===== config.mk =====
export PLATFORM = sky130hd
export DESIGN_NAME = sat_counter_table
export DESIGN_NICKNAME = d
export VERILOG_FILES = /design/src/rtl/sat_counter_table.sv
export SDC_FILE = /design/constraint.sdc
export NUM_CORES = 2
export LEC_CHECK = 0
export ABC_CLOCK_PERIOD_IN_PS = 35400
export BUFFER_PORTS_ARGS = -buffer_cell sky130_fd_sc_hd__buf_2
export CAP_MARGIN = 20
export CORE_MARGIN = 1.5
export CORE_UTILIZATION = 35
export CTS_CLUSTER_DIAMETER = 60
export CTS_CLUSTER_SIZE = 16
export DETAILED_ROUTE_END_ITERATION = 10
export GPL_ROUTABILITY_DRIVEN = 0
export GPL_TIMING_DRIVEN = 1
export HOLD_SLACK_MARGIN = 0.02
export PLACE_DENSITY = 0.45
export SLEW_MARGIN = 20
export SYNTH_ARGS = -nofsm -noshare
export SYNTH_HDL_FRONTEND = slang
export SYNTH_SLANG_ARGS = --single-unit

===== constraint.sdc =====
create_clock -name clk -period 35.4 [get_ports clk]
set_input_delay 3.54 -clock clk [delete_from_list [all_inputs] [get_ports clk]]
set_output_delay 3.54 -clock clk [all_outputs]
set_load 0.05 [all_outputs]

===== src/rtl/sat_counter_table.sv =====
// Table of saturating prediction counters with NUM_RD registered read ports,
// a 2-stage read-modify-write update port and a self-initialising reset sweep.
module sat_counter_table #(
  parameter int NUM_ENTRIES = 512,
  parameter int ADDR_WIDTH  = $clog2(NUM_ENTRIES),
  parameter int CTR_WIDTH   = 2,
  parameter int NUM_RD      = 2,
  parameter logic [CTR_WIDTH-1:0] INIT_VALUE = CTR_WIDTH'(1) << (CTR_WIDTH - 1)
) (
  input  logic                           clk,
  input  logic                           rst,
  output logic                           init_busy,
  input  logic [NUM_RD-1:0]              rd_en,
  input  logic [NUM_RD*ADDR_WIDTH-1:0]   rd_addr,
  output logic [NUM_RD*CTR_WIDTH-1:0]    rd_data,
  input  logic                           upd_valid,
  output logic                           upd_ready,
  input  logic [ADDR_WIDTH-1:0]          upd_addr,
  input  logic                           upd_taken,
  input  logic                           upd_write,
  input  logic [CTR_WIDTH-1:0]           upd_wdata
);

  localparam logic [CTR_WIDTH-1:0]  CTR_MAX  = '1;
  localparam logic [CTR_WIDTH-1:0]  CTR_MIN  = '0;
  localparam logic [ADDR_WIDTH-1:0] LAST_IDX = ADDR_WIDTH'(NUM_ENTRIES - 1);

  typedef enum logic {
    ST_INIT,
    ST_READY
  } state_t;

  state_t                state_q, state_d;
  logic [ADDR_WIDTH-1:0] idx_q, idx_d;

  logic [CTR_WIDTH-1:0]  mem [NUM_ENTRIES];

  // Update stage register: captured on accept, written back one edge later.
  logic                  s2_valid_q;
  logic [ADDR_WIDTH-1:0] s2_addr_q;
  logic                  s2_taken_q;
  logic                  s2_write_q;
  logic [CTR_WIDTH-1:0]  s2_wdata_q;
  logic [CTR_WIDTH-1:0]  s2_old_q;
  logic [CTR_WIDTH-1:0]  s2_new;
  logic                  upd_accept;
  logic                  upd_fwd;

  always_ff @(posedge clk) begin
    if (rst) begin
      state_q <= ST_INIT;
      idx_q   <= '0;
    end else begin
      state_q <= state_d;
      idx_q   <= idx_d;
    end
  end

  always_comb begin
    state_d   = state_q;
    idx_d     = idx_q;
    init_busy = 1'b0;
    upd_ready = 1'b0;
    case (state_q)
      ST_INIT: begin
        init_busy = 1'b1;
        idx_d     = idx_q + ADDR_WIDTH'(1);
        if (idx_q == LAST_IDX) begin
          state_d = ST_READY;
          idx_d   = '0;
        end
      end
      ST_READY: begin
        upd_ready = 1'b1;
      end
      default: begin
        state_d = ST_INIT;
        idx_d   = '0;
      end
    endcase
  end

  assign upd_accept = upd_valid && upd_ready;
  assign upd_fwd    = s2_valid_q && (s2_addr_q == upd_addr);

  always_comb begin
    s2_new = s2_old_q;
    if (s2_write_q) begin
      s2_new = s2_wdata_q;
    end else if (s2_taken_q) begin
      if (s2_old_q != CTR_MAX) s2_new = s2_old_q + CTR_WIDTH'(1);
    end else begin
      if (s2_old_q != CTR_MIN) s2_new = s2_old_q - CTR_WIDTH'(1);
    end
  end

  always_ff @(posedge clk) begin
    if (rst) begin
      s2_valid_q <= 1'b0;
    end else begin
      s2_valid_q <= upd_accept;
    end
  end

  // Back-to-back updates to one entry take the in-flight result, not the stale word.
  always_ff @(posedge clk) begin
    if (upd_accept) begin
      s2_addr_q  <= upd_addr;
      s2_taken_q <= upd_taken;
      s2_write_q <= upd_write;
      s2_wdata_q <= upd_wdata;
      s2_old_q   <= upd_fwd ? s2_new : mem[upd_addr];
    end
  end

  always_ff @(posedge clk) begin
    if (!rst) begin
      if (state_q == ST_INIT) begin
        mem[idx_q] <= INIT_VALUE;
      end else if (s2_valid_q) begin
        mem[s2_addr_q] <= s2_new;
      end
    end
  end

  for (genvar gi = 0; gi < NUM_RD; gi++) begin : g_rd
    logic [ADDR_WIDTH-1:0] port_addr;
    logic [CTR_WIDTH-1:0]  rd_data_q;

    assign port_addr = rd_addr[gi*ADDR_WIDTH +: ADDR_WIDTH];

    // Write-first: a read hitting the entry being written this edge sees the new value.
    always_ff @(posedge clk) begin
      if (rst || (state_q == ST_INIT)) begin
        rd_data_q <= '0;
      end else if (rd_en[gi]) begin
        rd_data_q <= (s2_valid_q && (s2_addr_q == port_addr)) ? s2_new : mem[port_addr];
      end
    end

    assign rd_data[gi*CTR_WIDTH +: CTR_WIDTH] = rd_data_q;
  end

endmodule


==> impl_metrics.py <==
metrics = {
    "timing": {
        "slew_headroom": 0.1611,
        "tightest_slew_ns": 1.245,
        "period_needed_ns": 7.897,
        "clock_skew_ns": 0.04016,
        "hold_viol_final": 0,
        "max_clock_freq_mhz": 126.6,
        "rsz0062_at_grt": "no",
        "drv_slew": 0,
        "post-route-period-util": 0.2231,
        "setup_viol": 0,
        "setup_tns_ns": 0,
    },
    "clocking": {
        "cts.path.max_buffers": 3,
        "htree_levels": 4,
        "numCtsBuffers": 132,
        "cts_hold_buffers": 0,
        "cts_setup_buffers": 0,
        "clock_sinks": 1054,
        "clk_latency_ns": 0.81,
        "clkTransAtPathRegs_ns": 0.07,
        "root_buffer": "clkbuf_16",
        "ctsResizeCount": 0,
        "tritoncts": "yes",
    },
    "layout": {
        "multi_input_comb_area_sq_um": 27000,
        "regArea_sq_um": 31500,
        "drive_gt1_frac": 0.2596,
        "post-route-util": 0.3914,
        "final_cell_mix": "1,039 x edfxtp_1, 613 x mux4_2, 589 x nor2_1",
        "nFillCells": 15890,
        "nNetsFinal": 3981,
        "area_growth_pct": 11.02,
        "final_common_cell": "edfxtp_1",
    },
    "floorplan": {
        "die_w_microns": 418.9,
        "rows": 152,
        "dieArea_sq_um": 175500,
        "ios": 42,
        "start_util": 0.3525,
        "die_h_microns": 418.9,
        "coreArea_sq_um": 171700,
    },
    "power": {
        "totalPowerFinal_mw": 3.034,
        "power_leakage_nw": 23.14,
        "p_sw_uw": 810.8,
        "swShare": 0.2673,
        "p_int_mw": 2.223,
        "pwr-share-comb": 0.082,
        "p_per_area_nw_per_um2": 45.14,
        "ir_worst_vdd_uv": 34.32,
        "pwr-share-seq": 0.445,
        "clkPwrFrac": 0.473,
    },
    "global_route": {
        "grtUsageMet3": 0.05664,
        "grt.overflow.total": 0,
        "grt_use_met1": 0.3973,
        "met2_usage": 0.4352,
        "grt_pass1_vias": 41370,
        "grt_pass1_wl_microns": 347100,
        "grt_max_degree": 206,
        "track_usage": 0.2852,
        "grt_most_used_layer": "met2",
        "antenna_found_initial": 15,
    },
    "synthesis": {
        "synth_cell_types": 65,
        "avgSynthCellArea_sq_um": 14.98,
        "async_flop_share": 0,
        "synth_nets": 4080,
        "synth_cells": 4042,
        "synth_area_leaders": "edfxtp_1 52%, mux4_2 23%, mux2i_1 6.9%",
        "synth_top_area_share": 0.5154,
        "synth_warnings": 0,
        "ys_seq_area_frac": 0.5203,
        "synth_edf_count": 1039,
        "syn-cell-area_sq_um": 60540,
        "synth-main-ff-cell": "edfxtp_1",
        "yosys.area.top_type": "edfxtp_1",
        "synth_seq_cells": 1054,
    },
    "drt": {
        "via_count": 41890,
        "wl_per_cell_microns": 39.40,
        "first_pass_iters": 6,
        "drc_errors": 0,
        "antenna_left": 0,
        "drtIter0Drc": 5294,
        "via_per_inst": 6.579,
        "drt-total-wl_microns": 250900,
    },
    "worst_setup_path": {
        "cp.arrival_ns": 8.59,
        "crit_type": "in2reg",
        "path_cells": "buf_8 -> buf_4 -> buf_4 -> buf_12 -> mux2i_1 -> o221ai_1 -> o22ai_1 -> a2111oi_1 -> a2111oi_2 -> buf_2 -> a22oi_1 -> o211ai_1 -> o41ai_1",
        "critPathMaxFanout": 84,
        "endpoint_kind": "flip-flop",
        "max_stage_delay_ns": 0.96,
        "critPathLaunchType": "primary input",
        "cp_slowest_cell": "a2111oi_1",
        "cp.required_ns": 36.10,
        "crit_top_cell": "buf_4",
    },
    "place": {
        "portBuffers": 41,
        "hpwl_microns": 156700,
    },
    "run": {
        "drv_cap": 0,
    },
    "status": {
        "outcome": "completed",
    },
    "hold_path": {
        "hold_class": "reg2reg",
    },
}
cells by family (layout without fill, tap and decap cells):
logic type,count (synthesis),count (layout),share of synthesized area
AO/OA/AOI/OAI,610,610,0.07306
XOR/XNOR,34,34,0.004919
adder cells (fa/ha/maj),3,3,0.0005786
buffers and inverters,396,406,0.03803
flip-flops,1054,1054,0.5203
multiplexers,1042,1042,0.3012
other,0,5,0
AND/OR/NAND/NOR,903,903,0.06192
flip-flops by register name, indices dropped and copies added (netlist names):
signal / count
mem: 1024
idx_q: 9
s2_addr_q: 9
g_rd.rd_data_q: 4
s2_old_q: 2
s2_wdata_q: 2
s2_taken_q: 1
s2_valid_q: 1
s2_write_q: 1
state_q: 1
through the flow:
stage	cell area [sq um]	hold slack [ns]	setup slack, ns	instances
6_report	67210	0.6018	27.50	6367
5_1_grt	67210	0.6528	27.23	6364
4_1_cts	67200	0.5976	27.54	6361
3_5_place_dp	62600	0.5881	26.68	6118
3_3_place_gp	62540	0.5800	25.82	6116
2_1_floorplan	60540	0.4928	17.06	4042
path summary, 6_finish.rpt:
| check | from | to | slack [ns] | depth (start not counted) |
|---|---|---|---|---|
| hold reg to reg | idx_q[0] | idx_q[0] | 0.60 | 2 |
| setup reg to reg | s2_old_q[0] | g_rd[1].rd_data_q[0] | 30.34 | 10 |
| hold / removal | idx_q[0] | idx_q[0] | 0.60 | 2 |
| setup / recovery | rd_addr[9] | g_rd[1].rd_data_q[1] | 27.50 | 13 |
final cells by class:
type                            count  share of cell area
Clock inverter                     99             0.01768
Antenna cell                        5           0.0001862
Clock buffer                      144             0.05076
Tap cell                         2310             0.04300
Timing Repair Buffer              150             0.01720
Inverter                           13           0.0007446
Sequential cell                  1054              0.4687
Multi-Input combinational cell   2592              0.4018
cell usage after synthesis (8+ instances only):
library cell,n
nor2b_1,20
nand2_1,135
a2111oi_0,10
nor3_1,60
o22ai_1,98
mux4_2,613
nor2_1,594
o211ai_1,13
nand3_1,29
edfxtp_1,1039
o221ai_1,181
mux2i_1,417
clkbuf_1,185
dfxtp_1,15
a31oi_1,15
buf_6,60
buf_2,46
o21ai_0,48
a211oi_1,34
inv_1,8
buf_4,40
xnor2_1,29
a22oi_1,62
a22o_1,20
buf_8,9
nand2b_1,13
a21oi_1,82
buf_1,38
a221oi_1,18
per-layer routing:
layer | wire (microns) | part of all wire | vias up
li1 | - | - | 16630
met1 | 104900 | 0.42 | 22590
met2 | 114000 | 0.45 | 2230
met3 | 20750 | 0.083 | 436
met4 | 11170 | 0.045 | 6
met5 | 45 | 0.00018 | -
critical path, delay by kind of cell:
kind                   cells  cell delay (ns)
multiplexers               1             0.16
buffers and inverters      5             2.53
AO/OA/AOI/OAI              7             2.12
power groups by stage:
stage / Combinational [mW] / Sequential [mW] / Clock (mW)
after floorplan: 0.150 / 1.38 / 0
after global placement: 0.244 / 1.38 / 0
after detailed placement: 0.245 / 1.38 / 0
after CTS: 0.245 / 1.35 / 1.45
after global routing: 0.252 / 1.35 / 1.50
final: 0.248 / 1.35 / 1.43
(Power assumes the default switching activity.)
